[src/rtl/uart_io_system_if.sv]
// ---------------------------------------------------------------------------
// uart_io_system_if
//   Host-side bus of the UART I/O subsystem.
//   master : host / bench side (drives strobes and selectors, reads lectura)
//   slave  : uart_io_system side
//   Signals:
//     wr                host write strobe (edge detected in the slave)
//     rd                host read strobe  (edge detected in the slave)
//     selectorMuxIO     0 = auto-echo, 1 = host-driven transmit
//     selectorMuxMMIO   lectura source: 0 = RX data, 1 = status
//     selectorMuxALUCC  TX byte: 0 = unchanged, 1 = byte + 1 (mod 256)
//     lectura[7:0]      registered host read data
// ---------------------------------------------------------------------------
interface uart_io_system_if;
  logic       wr;
  logic       rd;
  logic       selectorMuxIO;
  logic       selectorMuxMMIO;
  logic       selectorMuxALUCC;
  logic [7:0] lectura;

  modport master (
    output wr, rd, selectorMuxIO, selectorMuxMMIO, selectorMuxALUCC,
    input  lectura
  );

  modport slave (
    input  wr, rd, selectorMuxIO, selectorMuxMMIO, selectorMuxALUCC,
    output lectura
  );
endinterface

[src/rtl/uart_io_system.sv]
// ---------------------------------------------------------------------------
// uart_io_system
//   8N1 UART receiver + transmitter with a small memory-mapped register file.
//   Received bytes are either echoed automatically (selectorMuxIO=0) or sent
//   on a host write strobe (selectorMuxIO=1). The transmitted byte may be
//   incremented by one (selectorMuxALUCC=1).
//
//   Parameters:
//     clk_freq   system clock in Hz
//     baud_rate  serial bit rate; one bit = clk_freq/baud_rate clocks
//   Ports:
//     clk        system clock, rising edge
//     rst        asynchronous reset, active low
//     rx         serial input, idle high (double-flop synchronised)
//     tx         serial output, idle high
//     host       uart_io_system_if.slave (wr, rd, selectors, lectura)
//   Configuration macro:
//     FRAMING_CHECK_EN  when defined, a byte whose stop bit is 0 is dropped
//                       (only frame_err is raised); otherwise it is stored.
//   Status register: {3'b0, zero_cc, frame_err, overrun, tx_busy, rx_avail}
// ---------------------------------------------------------------------------
module uart_io_system #(
  parameter int unsigned clk_freq  = 50_000_000,
  parameter int unsigned baud_rate = 9600
) (
  input  logic             clk,
  input  logic             rst,
  input  logic             rx,
  output logic             tx,
  uart_io_system_if.slave  host
);

  localparam int unsigned BIT  = clk_freq / baud_rate;
  localparam int unsigned HALF = BIT / 2;
  localparam int unsigned CW   = (BIT > 1) ? $clog2(BIT) : 1;
  localparam logic [CW-1:0] CNT_BIT  = CW'(BIT - 1);
  localparam logic [CW-1:0] CNT_HALF = CW'(HALF - 1);

  typedef enum logic [1:0] {RX_IDLE, RX_START, RX_DATA, RX_STOP} rx_state_t;
  typedef enum logic [1:0] {TX_IDLE, TX_START, TX_DATA, TX_STOP} tx_state_t;

  // input conditioning
  logic rx_s1, rx_s2, rx_prev;
  logic wr_q, rd_q;
  logic rx_fall, wr_rise, rd_rise;

  // receiver
  rx_state_t     rx_state, rx_next;
  logic [CW-1:0] rx_cnt;
  logic [2:0]    rx_idx;
  logic [7:0]    rx_shift;
  logic          rx_stop_wait;
  logic          rx_tick;
  logic          rx_byte_done;
  logic          rx_frame_bad;
  logic          byte_store;

  // transmitter
  tx_state_t     tx_state, tx_next;
  logic [CW-1:0] tx_cnt;
  logic [2:0]    tx_idx;
  logic [7:0]    tx_shift;
  logic          tx_tick;
  logic          tx_busy;
  logic          tx_go;
  logic [7:0]    tx_byte;

  // register file
  logic [7:0] rx_data;
  logic       rx_avail;
  logic       overrun;
  logic       frame_err;
  logic       zero_cc;
  logic [7:0] lectura_q;
  logic [7:0] status;
  logic       rd_data;

  // -------------------------------------------------------------------------
  // Synchronisers and edge detectors
  // -------------------------------------------------------------------------
  always_ff @(posedge clk or negedge rst) begin
    if (!rst) begin
      rx_s1   <= 1'b1;
      rx_s2   <= 1'b1;
      rx_prev <= 1'b1;
      wr_q    <= 1'b0;
      rd_q    <= 1'b0;
    end else begin
      rx_s1   <= rx;
      rx_s2   <= rx_s1;
      rx_prev <= rx_s2;
      wr_q    <= host.wr;
      rd_q    <= host.rd;
    end
  end

  assign rx_fall = rx_prev & ~rx_s2;
  assign wr_rise = host.wr & ~wr_q;
  assign rd_rise = host.rd & ~rd_q;

  // -------------------------------------------------------------------------
  // Receiver FSM
  // -------------------------------------------------------------------------
  assign rx_tick = (rx_cnt == '0);

  always_ff @(posedge clk or negedge rst) begin
    if (!rst) rx_state <= RX_IDLE;
    else      rx_state <= rx_next;
  end

  always_comb begin
    rx_next = rx_state;
    unique case (rx_state)
      RX_IDLE:  if (rx_fall) rx_next = RX_START;
      RX_START: if (rx_tick) rx_next = rx_s2 ? RX_IDLE : RX_DATA;
      RX_DATA:  if (rx_tick && rx_idx == 3'd7) rx_next = RX_STOP;
      RX_STOP: begin
        // A low stop bit parks the FSM here until the line is released, so a
        // held-low line produces exactly one frame event.
        if (rx_stop_wait) begin
          if (rx_s2) rx_next = RX_IDLE;
        end else if (rx_tick && rx_s2) begin
          rx_next = RX_IDLE;
        end
      end
      default:  rx_next = RX_IDLE;
    endcase
  end

  always_comb begin
    rx_byte_done = 1'b0;
    rx_frame_bad = 1'b0;
    if (rx_state == RX_STOP && rx_tick && !rx_stop_wait) begin
      rx_byte_done = 1'b1;
      rx_frame_bad = ~rx_s2;
    end
  end

  always_ff @(posedge clk or negedge rst) begin
    if (!rst) begin
      rx_cnt       <= '0;
      rx_idx       <= '0;
      rx_shift     <= '0;
      rx_stop_wait <= 1'b0;
    end else begin
      unique case (rx_state)
        RX_IDLE: if (rx_fall) rx_cnt <= CNT_HALF;
        RX_START: begin
          if (rx_tick) begin
            rx_cnt <= CNT_BIT;
            rx_idx <= '0;
          end else begin
            rx_cnt <= rx_cnt - 1'b1;
          end
        end
        RX_DATA: begin
          if (rx_tick) begin
            rx_cnt   <= CNT_BIT;
            rx_shift <= {rx_s2, rx_shift[7:1]};
            rx_idx   <= rx_idx + 3'd1;
          end else begin
            rx_cnt <= rx_cnt - 1'b1;
          end
        end
        RX_STOP: if (!rx_tick) rx_cnt <= rx_cnt - 1'b1;
        default: rx_cnt <= '0;
      endcase
      rx_stop_wait <= (rx_next == RX_STOP) && (rx_stop_wait || rx_frame_bad);
    end
  end

`ifdef FRAMING_CHECK_EN
  assign byte_store = rx_byte_done & ~rx_frame_bad;
`else
  assign byte_store = rx_byte_done;
`endif

  // -------------------------------------------------------------------------
  // Transmitter FSM
  // -------------------------------------------------------------------------
  assign tx_tick = (tx_cnt == '0);
  assign tx_byte = host.selectorMuxALUCC ? (rx_data + 8'd1) : rx_data;
  assign tx_go   = (tx_state == TX_IDLE) &&
                   (host.selectorMuxIO ? wr_rise : rx_avail);

  always_ff @(posedge clk or negedge rst) begin
    if (!rst) tx_state <= TX_IDLE;
    else      tx_state <= tx_next;
  end

  always_comb begin
    tx_next = tx_state;
    unique case (tx_state)
      TX_IDLE:  if (tx_go) tx_next = TX_START;
      TX_START: if (tx_tick) tx_next = TX_DATA;
      TX_DATA:  if (tx_tick && tx_idx == 3'd7) tx_next = TX_STOP;
      TX_STOP:  if (tx_tick) tx_next = TX_IDLE;
      default:  tx_next = TX_IDLE;
    endcase
  end

  always_comb begin
    tx      = 1'b1;
    tx_busy = 1'b1;
    unique case (tx_state)
      TX_IDLE: begin
        tx      = 1'b1;
        tx_busy = 1'b0;
      end
      TX_START: tx = 1'b0;
      TX_DATA:  tx = tx_shift[0];
      TX_STOP:  tx = 1'b1;
      default:  tx = 1'b1;
    endcase
  end

  always_ff @(posedge clk or negedge rst) begin
    if (!rst) begin
      tx_cnt   <= '0;
      tx_idx   <= '0;
      tx_shift <= '0;
    end else begin
      unique case (tx_state)
        TX_IDLE: begin
          if (tx_go) begin
            tx_cnt   <= CNT_BIT;
            tx_shift <= tx_byte;
          end
        end
        TX_START: begin
          if (tx_tick) begin
            tx_cnt <= CNT_BIT;
            tx_idx <= '0;
          end else begin
            tx_cnt <= tx_cnt - 1'b1;
          end
        end
        TX_DATA: begin
          if (tx_tick) begin
            tx_cnt   <= CNT_BIT;
            tx_shift <= {1'b0, tx_shift[7:1]};
            tx_idx   <= tx_idx + 3'd1;
          end else begin
            tx_cnt <= tx_cnt - 1'b1;
          end
        end
        TX_STOP: if (!tx_tick) tx_cnt <= tx_cnt - 1'b1;
        default: tx_cnt <= '0;
      endcase
    end
  end

  // -------------------------------------------------------------------------
  // Register file and host read port
  // -------------------------------------------------------------------------
  assign status  = {3'b000, zero_cc, frame_err, overrun, tx_busy, rx_avail};
  assign rd_data = rd_rise & ~host.selectorMuxMMIO;

  // Later assignments override earlier ones: a byte completing in the same
  // cycle as a data read or a TX launch keeps rx_avail set and is not an
  // overrun, since the previous byte was consumed in that very cycle.
  always_ff @(posedge clk or negedge rst) begin
    if (!rst) begin
      rx_data   <= '0;
      rx_avail  <= 1'b0;
      overrun   <= 1'b0;
      frame_err <= 1'b0;
      zero_cc   <= 1'b0;
      lectura_q <= '0;
    end else begin
      if (tx_go) begin
        zero_cc  <= (tx_byte == '0);
        rx_avail <= 1'b0;
      end
      if (rd_data) begin
        rx_avail  <= 1'b0;
        overrun   <= 1'b0;
        frame_err <= 1'b0;
      end
      if (rx_frame_bad) frame_err <= 1'b1;
      if (byte_store) begin
        rx_data  <= rx_shift;
        rx_avail <= 1'b1;
        if (rx_avail && !rd_data && !tx_go) overrun <= 1'b1;
      end
      if (rd_rise) lectura_q <= host.selectorMuxMMIO ? status : rx_data;
    end
  end

  assign host.lectura = lectura_q;

endmodule

[src/flat_wrapper.sv]
// flat-port wrapper written by rule: the top's interface ports become plain ports
module uart_io_system_flat 
#(
  parameter int unsigned clk_freq  = 50_000_000,
  parameter int unsigned baud_rate = 9600
)
  (clk, rst, rx, tx, host_wr, host_rd, host_selectorMuxIO, host_selectorMuxMMIO, host_selectorMuxALUCC, host_lectura);
  uart_io_system_if host_i ();
  input  logic clk;
  input  logic rst;
  input  logic rx;
  output logic tx;
  input wire logic [$bits(host_i.wr)-1:0] host_wr;
  input wire logic [$bits(host_i.rd)-1:0] host_rd;
  input wire logic [$bits(host_i.selectorMuxIO)-1:0] host_selectorMuxIO;
  input wire logic [$bits(host_i.selectorMuxMMIO)-1:0] host_selectorMuxMMIO;
  input wire logic [$bits(host_i.selectorMuxALUCC)-1:0] host_selectorMuxALUCC;
  output wire logic [$bits(host_i.lectura)-1:0] host_lectura;
  assign host_i.wr = host_wr;
  assign host_i.rd = host_rd;
  assign host_i.selectorMuxIO = host_selectorMuxIO;
  assign host_i.selectorMuxMMIO = host_selectorMuxMMIO;
  assign host_i.selectorMuxALUCC = host_selectorMuxALUCC;
  assign host_lectura = host_i.lectura;
  uart_io_system #(.clk_freq(clk_freq), .baud_rate(baud_rate)) u_core (.clk(clk), .rst(rst), .rx(rx), .tx(tx), .host(host_i));
endmodule
[config.mk]
export PLATFORM = sky130hd
export DESIGN_NAME = uart_io_system_flat
export DESIGN_NICKNAME = d
export VERILOG_FILES = /design/src/rtl/uart_io_system_if.sv /design/src/rtl/uart_io_system.sv /design/src/flat_wrapper.sv
export SDC_FILE = /design/constraint.sdc
export NUM_CORES = 1
export LEC_CHECK = 0
export ABC_AREA = 1
export CELL_PAD_IN_SITES_DETAIL_PLACEMENT = 1
export CELL_PAD_IN_SITES_GLOBAL_PLACEMENT = 2
export CORE_AREA = 2 2 122 124
export DETAILED_ROUTE_END_ITERATION = 10
export DIE_AREA = 0 0 124 126
export MAX_ROUTING_LAYER = met4
export PLACE_DENSITY_LB_ADDON = 0.05
export SLEW_MARGIN = 20
export SYNTH_ARGS = -nofsm -noshare
export SYNTH_HDL_FRONTEND = slang
export SYNTH_SLANG_ARGS = --single-unit
[constraint.sdc]
create_clock -name clk -period 2.4 [get_ports clk]
set_input_delay 0.48 -clock clk [delete_from_list [all_inputs] [get_ports clk]]
set_output_delay 0.48 -clock clk [all_outputs]
set_load 0.03 [all_outputs]
# Word level (Yosys, flattened, before mapping)
# Cells that the tools add are included.
dict set report totals {
  register_bits 78
  input_bits 8
  elab_cells 130
}
dict set report op_classes {
  addsub 5
  eq_ne 19
  mux 45
  n_bitwise 8
  n_reduce_logical 33
}
# op count
set op_table {}
lappend op_table {{2-to-1 mux 13 bit} 6}
lappend op_table {{one-hot mux 13 bit (3 select lines)} 2}
lappend op_table {{2-to-1 mux 8 bit} 4}
lappend op_table {{logical NOT 13 bit} 2}
lappend op_table {{subtractor 13 x 1 -> 13 bit (second input constant)} 2}
lappend op_table {{2-to-1 mux 2 bit} 11}
lappend op_table {{inequality test 2 x 1 -> 1 bit (second input constant)} 8}
lappend op_table {{one-hot mux 2 bit (4 select lines)} 2}
lappend op_table {{one-hot mux 8 bit (2 select lines)} 1}
lappend op_table {{2-to-1 mux 1 bit} 12}
lappend op_table {{2-to-1 mux 3 bit} 4}
lappend op_table {{one-hot mux 3 bit (2 select lines)} 2}
lappend op_table {{equality test 2 bit (second input constant)} 5}
lappend op_table {{logical AND 1 bit} 9}
lappend op_table {{AND reduction 3 bit} 3}
lappend op_table {{adder 8 x 1 -> 8 bit (second input constant)} 1}
lappend op_table {{logical NOT 8 bit} 1}
lappend op_table {{nonzero test 2 bit} 4}
lappend op_table {{adder 3 x 1 -> 3 bit (second input constant)} 2}
lappend op_table {{equality test 3 bit (second input constant)} 2}
lappend op_table {{AND reduction 2 bit} 3}
lappend op_table {{OR reduction 2 bit} 3}
lappend op_table {{bitwise AND 1 bit} 4}
lappend op_table {{equality test 2 x 1 -> 1 bit (second input constant)} 2}
lappend op_table {{other kinds (8)} 15}

# Logic depth before layout (Yosys ltp)
# Gate-level depths: netlist (run 1).
dict set report depth {
  ltp_word 8
  ltp_mapped 12
}

# Worst setup path after synthesis (run 1)
# No wires, ideal clock.
dict set report synth_path {
  kind {register to output}
  startpoint {register u_core.tx_state[0]}
  endpoint {output tx}
  arrival_time_ps 1621
  t_required_ps 1920
  path_slack_ps 299
  stages_incl_launch_ff 6
  n_path_buf 1
  path_cell_list {dfrtp_1 inv_1 ha_1 clkbuf_1 nand2_1 a21oi_1}
}
dict set report synth_between {
  elab_chain_cells 3
  elab_cells_between_ends 6
}
# element line
set synth_lines {}
lappend synth_lines {{from (decl)} uart_io_system.sv:59} ;# tx_state_t tx_state, tx_next;
lappend synth_lines {{from (signal assigned)} uart_io_system.sv:188} ;# else tx_state <= tx_next;
lappend synth_lines {{equality test 2 bit or logical NOT 2 bit (tied branches)} uart_io_system.sv:205} ;# unique case (tx_state)
lappend synth_lines {{OR reduction 2 bit (no line)} -}
lappend synth_lines {{one-hot mux 1 bit (3 select lines) (*)} uart_io_system.sv:205}
lappend synth_lines {{to (decl)} flat_wrapper.sv:12} ;# output logic tx;
# Mark *: on every way between the ends. The rest lies on a longest branch, timed or not.

# Final worst setup path (run 1)
# Ends and elaborated chain as after synthesis.

==> results of run 1 <==
## area by class of cell
type	instances	area share, %
Clock buffer	10	4.648
Clock inverter	6	1.422
Inverter	73	5.664
Multi-Input combinational cell	372	39.57
Sequential cell	78	39.70
Tap cell	184	4.674
Timing Repair Buffer	22	4.318
## stage by stage
| step | worst slack (ps) | util (%) | hold WS [ps] |
|---|---|---|---|
| finish | 196.0 | 34.41 | 132.4 |
| global route | 44.36 | 34.41 | 170.3 |
| CTS | 165.9 | 34.41 | 154.6 |
| detailed placement | 217.2 | 32.33 | 347.2 |
| global placement | 225.0 | 32.33 | 346.6 |
| floorplan | 298.6 | - | 184.4 |
## worst max-delay path, delay by kind of cell (launching register included)
family                     cells  cell delay (ps)
DFF                            1              440
AOI/OAI and AO/OA              1              150
buffers and inverters          2              310
adders and majority gates      1              380
and+or+nand+nor                1              110
## Yosys cell counts (all sizes together)
cell type    n
a21boi       1
a21oi       11
a22oi        2
a31oi        7
buf          3
clkbuf       2
clkinv       1
dfrtp       75
dfstp        3
ha          17
inv         72
nand2      139
nand3       41
nand4        4
nor2        56
nor3         7
o211ai       7
o21a         1
o21ai       59
o22ai        3
o31ai        2
or2          2
xnor2        1
xor2        12
## final timing paths
| path | startpoint | endpoint | slack (ps) | cells after the start |
|---|---|---|---|---|
| worst max-delay path | u_core.tx_state[0] | tx | 200 | 5 |
| worst min-delay path | rst | u_core.tx_shift[1] | 130 | 1 |
| worst max register to register | u_core.rx_cnt[0] | u_core.rx_cnt[7] | 390 | 10 |
| worst min register to register | u_core.rx_s1 | u_core.rx_s2 | 360 | 0 |
| max in group asynchronous | rst | u_core.rx_prev | 1580 | 2 |
| min in group clk | u_core.rx_s1 | u_core.rx_s2 | 360 | 0 |
## cell usage in the layout (no fill, tap or decap), drive strengths merged
master / Yosys / final
nand2: 139 / 139
dfrtp: 75 / 75
inv: 72 / 74
o21ai: 59 / 59
nor2: 56 / 56
nand3: 41 / 41
ha: 17 / 17
clkdlybuf4s50: 0 / 14
xor2: 12 / 12
a21oi: 11 / 11
clkbuf: 2 / 10
buf: 3 / 8
a31oi: 7 / 7
nor3: 7 / 7
o211ai: 7 / 7
nand4: 4 / 4
clkinv: 1 / 4
o22ai: 3 / 3
dfstp: 3 / 3
a22oi: 2 / 2
or2: 2 / 2
o31ai: 2 / 2
a21boi: 1 / 1
o21a: 1 / 1
xnor2: 1 / 1
bufinv: 0 / 1
## cell families (layout without fill, tap and decap cells)
group	count (synthesis)	count (layout)	synth area share (%)
AND/OR/NAND/NOR	249	249	26.05
AO/OA/AOI/OAI	93	93	12.47
flip-flops	78	78	46.42
buffers and inverters	78	111	7.306
XOR/XNOR	13	13	2.703
adder cells (fa/ha/maj)	17	17	5.049
## registers in the layout, indices dropped and copies added (netlist names), 2 cells and up
signal and cells:
u_core.tx_shift 8, u_core.tx_idx 3, u_core.host.lectura 8, u_core.rx_shift 8
u_core.rx_state 2, u_core.tx_state 2, u_core.rx_idx 3, u_core.tx_cnt 13
u_core.rx_data 8, u_core.rx_cnt 13
## metal layers
| layer | wire length [um] | vias to the layer above | GRT usage (%) |
|---|---|---|---|
| li1 | - | 1759 | - |
| met1 | 5773 | 1692 | 21.80 |
| met2 | 4641 | 21 | 23.04 |
| met3 | 194 | 14 | 2.717 |
| met4 | 159 | 0 | 4.759 |
| met5 | 0 | - | - |
## power by group through the flow
stage	Clock [mW]	Combinational [mW]	Sequential (mW)
6_report	1.43	2.17	1.82
5_1_grt	1.52	2.52	1.87
4_1_cts	1.47	2.23	1.83
3_5_place_dp	0	2.22	1.85
3_3_place_gp	0	2.21	1.84
2_1_floorplan	0	1.60	1.82
==> key figures, run 1 <==
GRT
  – Vias in the first global route: ~3700
  – Grt ovf: 0
  – Initial antenna violation count: 0
  – First-pass GRT wire length: 18510 um
  – Largest net degree at the start of global routing: 42
  – Gr usage total: approximately 16%

Job
  – Max cap viols: 0

Timing
  – Final Skew: 6.273 ps
  – Hold Violations, Final: 0
  – Slew Limit Headroom: between 60% and 70%
  – Worst-Margin Slew: 590.6 ps
  – Unrepaired setup endpoints after global routing: false
  – Slew Limit Fails: 0
  – Tmin final: ~2200 ps
  – Tcrit/Tclk final: 91.83%
  – Max Fclk: 453.7 MHz
  – Sum Neg Setup Slack: 0 ps
  – Final setup fails: 0

Logic synthesis
  – Main area contributors after synthesis: dfrtp_1 45%, nand2_1 12%, o21ai_0 6.3%
  – Mapped cell area: 0.004213 sq mm
  – Synthesized net count: 553
  – Avg Inst Size Synth: between 7 and 8 sq um
  – Post-synth top area share: 44.55%
  – Yosys reg bits: 78
  – Seq/Total Area, Yosys: 46.42%
  – Post-Synthesis Cells: 528
  – Largest area contributor in the netlist: dfrtp_1
  – Yosys cell types: 36
  – Synth warn: 0

Worst setup path
  – Critical path class: reg -> out
  – Cell Chain, Critical Path: inv_1, ha_1, nand2_1, a21oi_1, buf_4
  – CP startpoint kind: register
  – CP peak stage delay: 440 ps
  – CP max FO: 9
  – Critical Path RT: 1920 ps
  – Data arrival time of the critical path: ~1700 ps
  – Crit-path slowest cell: dfrtp_1
  – Worst setup EP type: primary output

Clock network
  – # clock sinks: 78
  – H-Tree Depth: 3
  – Clock Path Buffers: 2
  – Hold buffers post-CTS: 0
  – CTS tree: built
  – Setup repair bufs after CTS: 0
  – # resized after CTS: 0
  – Root Buffer: clkbuf_16
  – Worst-Skew Late Latency: 340 ps
  – Worst-path clk slew: 70 ps
  – CTS buffer count: 9

Cells and area
  – Final #Nets: 581
  – Design area: 0.004926 sq mm
  – Antenna cells: 0
  – Storage cell area: between 0.0015 and 0.002 sq mm
  – Layout cell share with drive strength beyond 1: 9.269%
  – Filler cells: 1724
  – Area of the multi-input gates: slightly below 0.002 sq mm
  – Area grow syn2layout: 16.93%
  – Non-Filler Instances: 745

Power
  – Seq pwr share: 33.6%
  – Power Dens Cells: 1102 mW/mm^2
  – Sw Ratio: 42.36%
  – Total chip power: around 5.4 mW
  – Comb pwr share: 40.0%
  – Peak supply drop: 0.4107 mV
  – Switching Power: 2.300 mW
  – Internal power: roughly 3.1 mW
  – Clock power share: 26.4%
  – Static leakage: 2.380 nW

Floorplan
  – Die Ht: 126 um
  – Ports: 17
  – Starting density of the core: 29.43%
  – Die ar.: 0.01562 sq mm
  – Die Width: 124 um
  – Num rows: 44
  – Core area: 0.01431 sq mm

Place
  – Number of port buffers: 16
  – Final HPWL DP: 7895 um
  – Placed insts: approximately 730
  – Cell Area, Placed: 0.004627 sq mm
  – RD Place Congestion: 0.7459

Route
  – DRC viols: 0
  – WL per Instance: ~14 um
  – DR pass1 iterations: 4
  – Vias post-DR: 3486
  – ANT nets after route: 0
  – Final wirelength: 10770 um
  – Vias/cell: 4.679
  – Initial DRC count: 150

Worst hold path
  – Hold Crit Class: in -> async

Status
  – Status: finished clean
Power figures use the tool's default switching activity.
==> run 2: changes to the inputs <==
--- a/config.mk
+++ b/config.mk
@@ -13,6 +13,7 @@
 export DIE_AREA = 0 0 124 126
 export MAX_ROUTING_LAYER = met4
 export PLACE_DENSITY_LB_ADDON = 0.05
+export SKIP_LAST_GASP = 1
 export SLEW_MARGIN = 20
 export SYNTH_ARGS = -nofsm -noshare
 export SYNTH_HDL_FRONTEND = slang
==> results of run 2 <==
No change in the layout: final DEF, timing and power equal those of run 1.
==> run 3: changes to the inputs <==
--- a/config.mk
+++ b/config.mk
@@ -8,9 +8,9 @@
 export ABC_AREA = 1
 export CELL_PAD_IN_SITES_DETAIL_PLACEMENT = 1
 export CELL_PAD_IN_SITES_GLOBAL_PLACEMENT = 2
-export CORE_AREA = 2 2 122 124
+export CORE_AREA = 2 2 133 135
 export DETAILED_ROUTE_END_ITERATION = 10
-export DIE_AREA = 0 0 124 126
+export DIE_AREA = 0 0 135 137
 export MAX_ROUTING_LAYER = met4
 export PLACE_DENSITY_LB_ADDON = 0.05
 export SKIP_LAST_GASP = 1
==> run 3 against run 2 <==
Effect of this change: sequential power barely moved; utilization fell by 5.2 points; register-to-register slack barely moved; sequential share of layout area fell by 0.43 points; worst hold slack improved by 230 ps; first-iteration DRC count fell by 29%; design area rose by 1.1%; combinational power barely moved; non-clock buffer count did not move; cell count rose by 5.5%; critical endpoint unchanged; largest power group unchanged; highest routed layer unchanged.
==> key figures, run 3 (synthesized netlist as in run 1, its figures left out) <==
Status
  – Status: finished clean

Timing
  – Final Skew: 9.235 ps
  – Hold Violations, Final: 0
  – Tmin final: 2192 ps
  – Max Fclk: 456.2 MHz
  – Hold WS: 357.8 ps
  – Sum Neg Setup Slack: 0 ps
  – Tcrit/Tclk final: between 90% and 100%
  – Slew Limit Headroom: 62.41%
  – Unrepaired setup endpoints after global routing: false
  – Final setup fails: 0
  – Slew Limit Fails: 0
  – Worst-Margin Slew: 559.5 ps

Power
  – Power Dens Cells: between 1000 and 1500 mW/mm^2
  – Static leakage: 2.380 nW
  – Peak supply drop: about 0.34 mV

Cells and area
  – Design area: 0.004980 sq mm
  – Leading cell type in the layout, fill and taps excluded: nand2_1
  – Antenna cells: 0
  – Regs by FF count: u_core.rx_cnt: 13 flops, u_core.tx_cnt: 13 flops
  – Most frequent cells in the layout: 134 x nand2_1, 75 x dfrtp_1, 68 x inv_1
  – Layout cell share with drive strength beyond 1: 9.269%
  – Non-Filler Instances: 786
  – Area grow syn2layout: 18.21%
  – Final #Nets: 581

Floorplan
  – Ports: 17
  – Num rows: 48
  – Starting density of the core: 24.70%
  – Die Width: 135 um
  – Die ar.: 0.01850 sq mm
  – Die Ht: 137 um
  – Core area: about 0.017 sq mm

Worst setup path
  – Critical path class: reg -> out
  – Data arrival time of the critical path: 1710 ps
  – CP startpoint kind: register
  – CP max FO: 9
  – Worst setup EP type: primary output
  – Critical Path RT: 1920 ps

Clock network
  – Worst-path clk slew: around 70 ps
  – Hold buffers post-CTS: 1
  – CTS tree: built
  – Setup repair bufs after CTS: 0
  – Root Buffer: clkbuf_16
  – # clock sinks: 78
  – CTS buffer count: 9
  – # resized after CTS: 0
  – Worst-Skew Late Latency: 350 ps
  – H-Tree Depth: 3
  – Clock Path Buffers: 2

Place
  – Placed insts: 769
  – Final HPWL DP: 8350 um
  – RD Place Congestion: 0.7897
  – Cell Area, Placed: 0.004671 sq mm
  – Number of port buffers: 16

GRT
  – First-pass GRT wire length: 19020 um
  – Gr usage total: 13.71%
  – Initial antenna violation count: 0
  – Grt ovf: 0
  – Largest net degree at the start of global routing: 63
  – Vias in the first global route: about 3700

Route
  – DRC viols: 0
  – Final wirelength: approximately 11000 um
  – Vias/cell: 4.422
  – ANT nets after route: 0
  – DR pass1 iterations: 4
  – Vias post-DR: 3476
  – Initial DRC count: 107
  – WL per Instance: 14.22 um

Worst hold path
  – Hold Crit Class: reg -> reg

Job
  – Max cap viols: 0
## run 3: metrics by stage
| step | setup WS [ps] | utilization [%] | power (mW) |
|---|---|---|---|
| finish | 208.0 | 29.20 | 5.436 |
| global route | 87.48 | 29.20 | 5.954 |
| CTS | 167.3 | 29.20 | 5.585 |
| detailed placement | 313.8 | 27.38 | 4.119 |
| global placement | 322.0 | 27.38 | 4.112 |
| floorplan | 298.6 | - | 3.420 |
## run 3: worst paths after layout
check	depth (start not counted)	endpoint	start	slack (ps)
max in group asynchronous	3	u_core.rx_s1	rst	1180
min in group asynchronous	2	u_core.tx_shift[3]	rst	540
hold reg to reg	0	u_core.rx_s2	u_core.rx_s1	360
hold / removal	0	u_core.rx_s2	u_core.rx_s1	360
setup reg to reg	10	u_core.tx_cnt[5]	u_core.tx_cnt[0]	390
setup / recovery	5	tx	u_core.tx_state[0]	210
## run 3: where the power goes
part	switching [mW]	total, mW	internal (mW)
Clock	0.668	1.41	0.738
Sequential	0.244	1.84	1.59
Combinational	1.47	2.19	0.722
Total	2.38	5.44	3.05
## run 3: routing by layer
metal	vias to the layer above	global-route usage, %	share of wire (%)
met5	-	-	0
met4	0	5.787	2.0
met3	17	2.111	1.7
met2	25	21.83	46
met1	1666	17.44	50
li1	1768	-	-
## run 3: cell type report
type / count / area (sq um)
tap: 225 / 281.5
multi-input combinational: 372 / 1949
inverter: 73 / 279.0
timing repair buffer: 22 / 215.2
sequential: 78 / 1956
clock inverter: 7 / 73.82
fill: 2070 / 12080
clock buffer: 9 / 225.2
## run 3: critical path, cell delays in order, from the launching register on
cell and delay (ps):
dfrtp_1 430, inv_1 130, ha_1 380, nand2_1 80, a21oi_1 150, buf_4 180
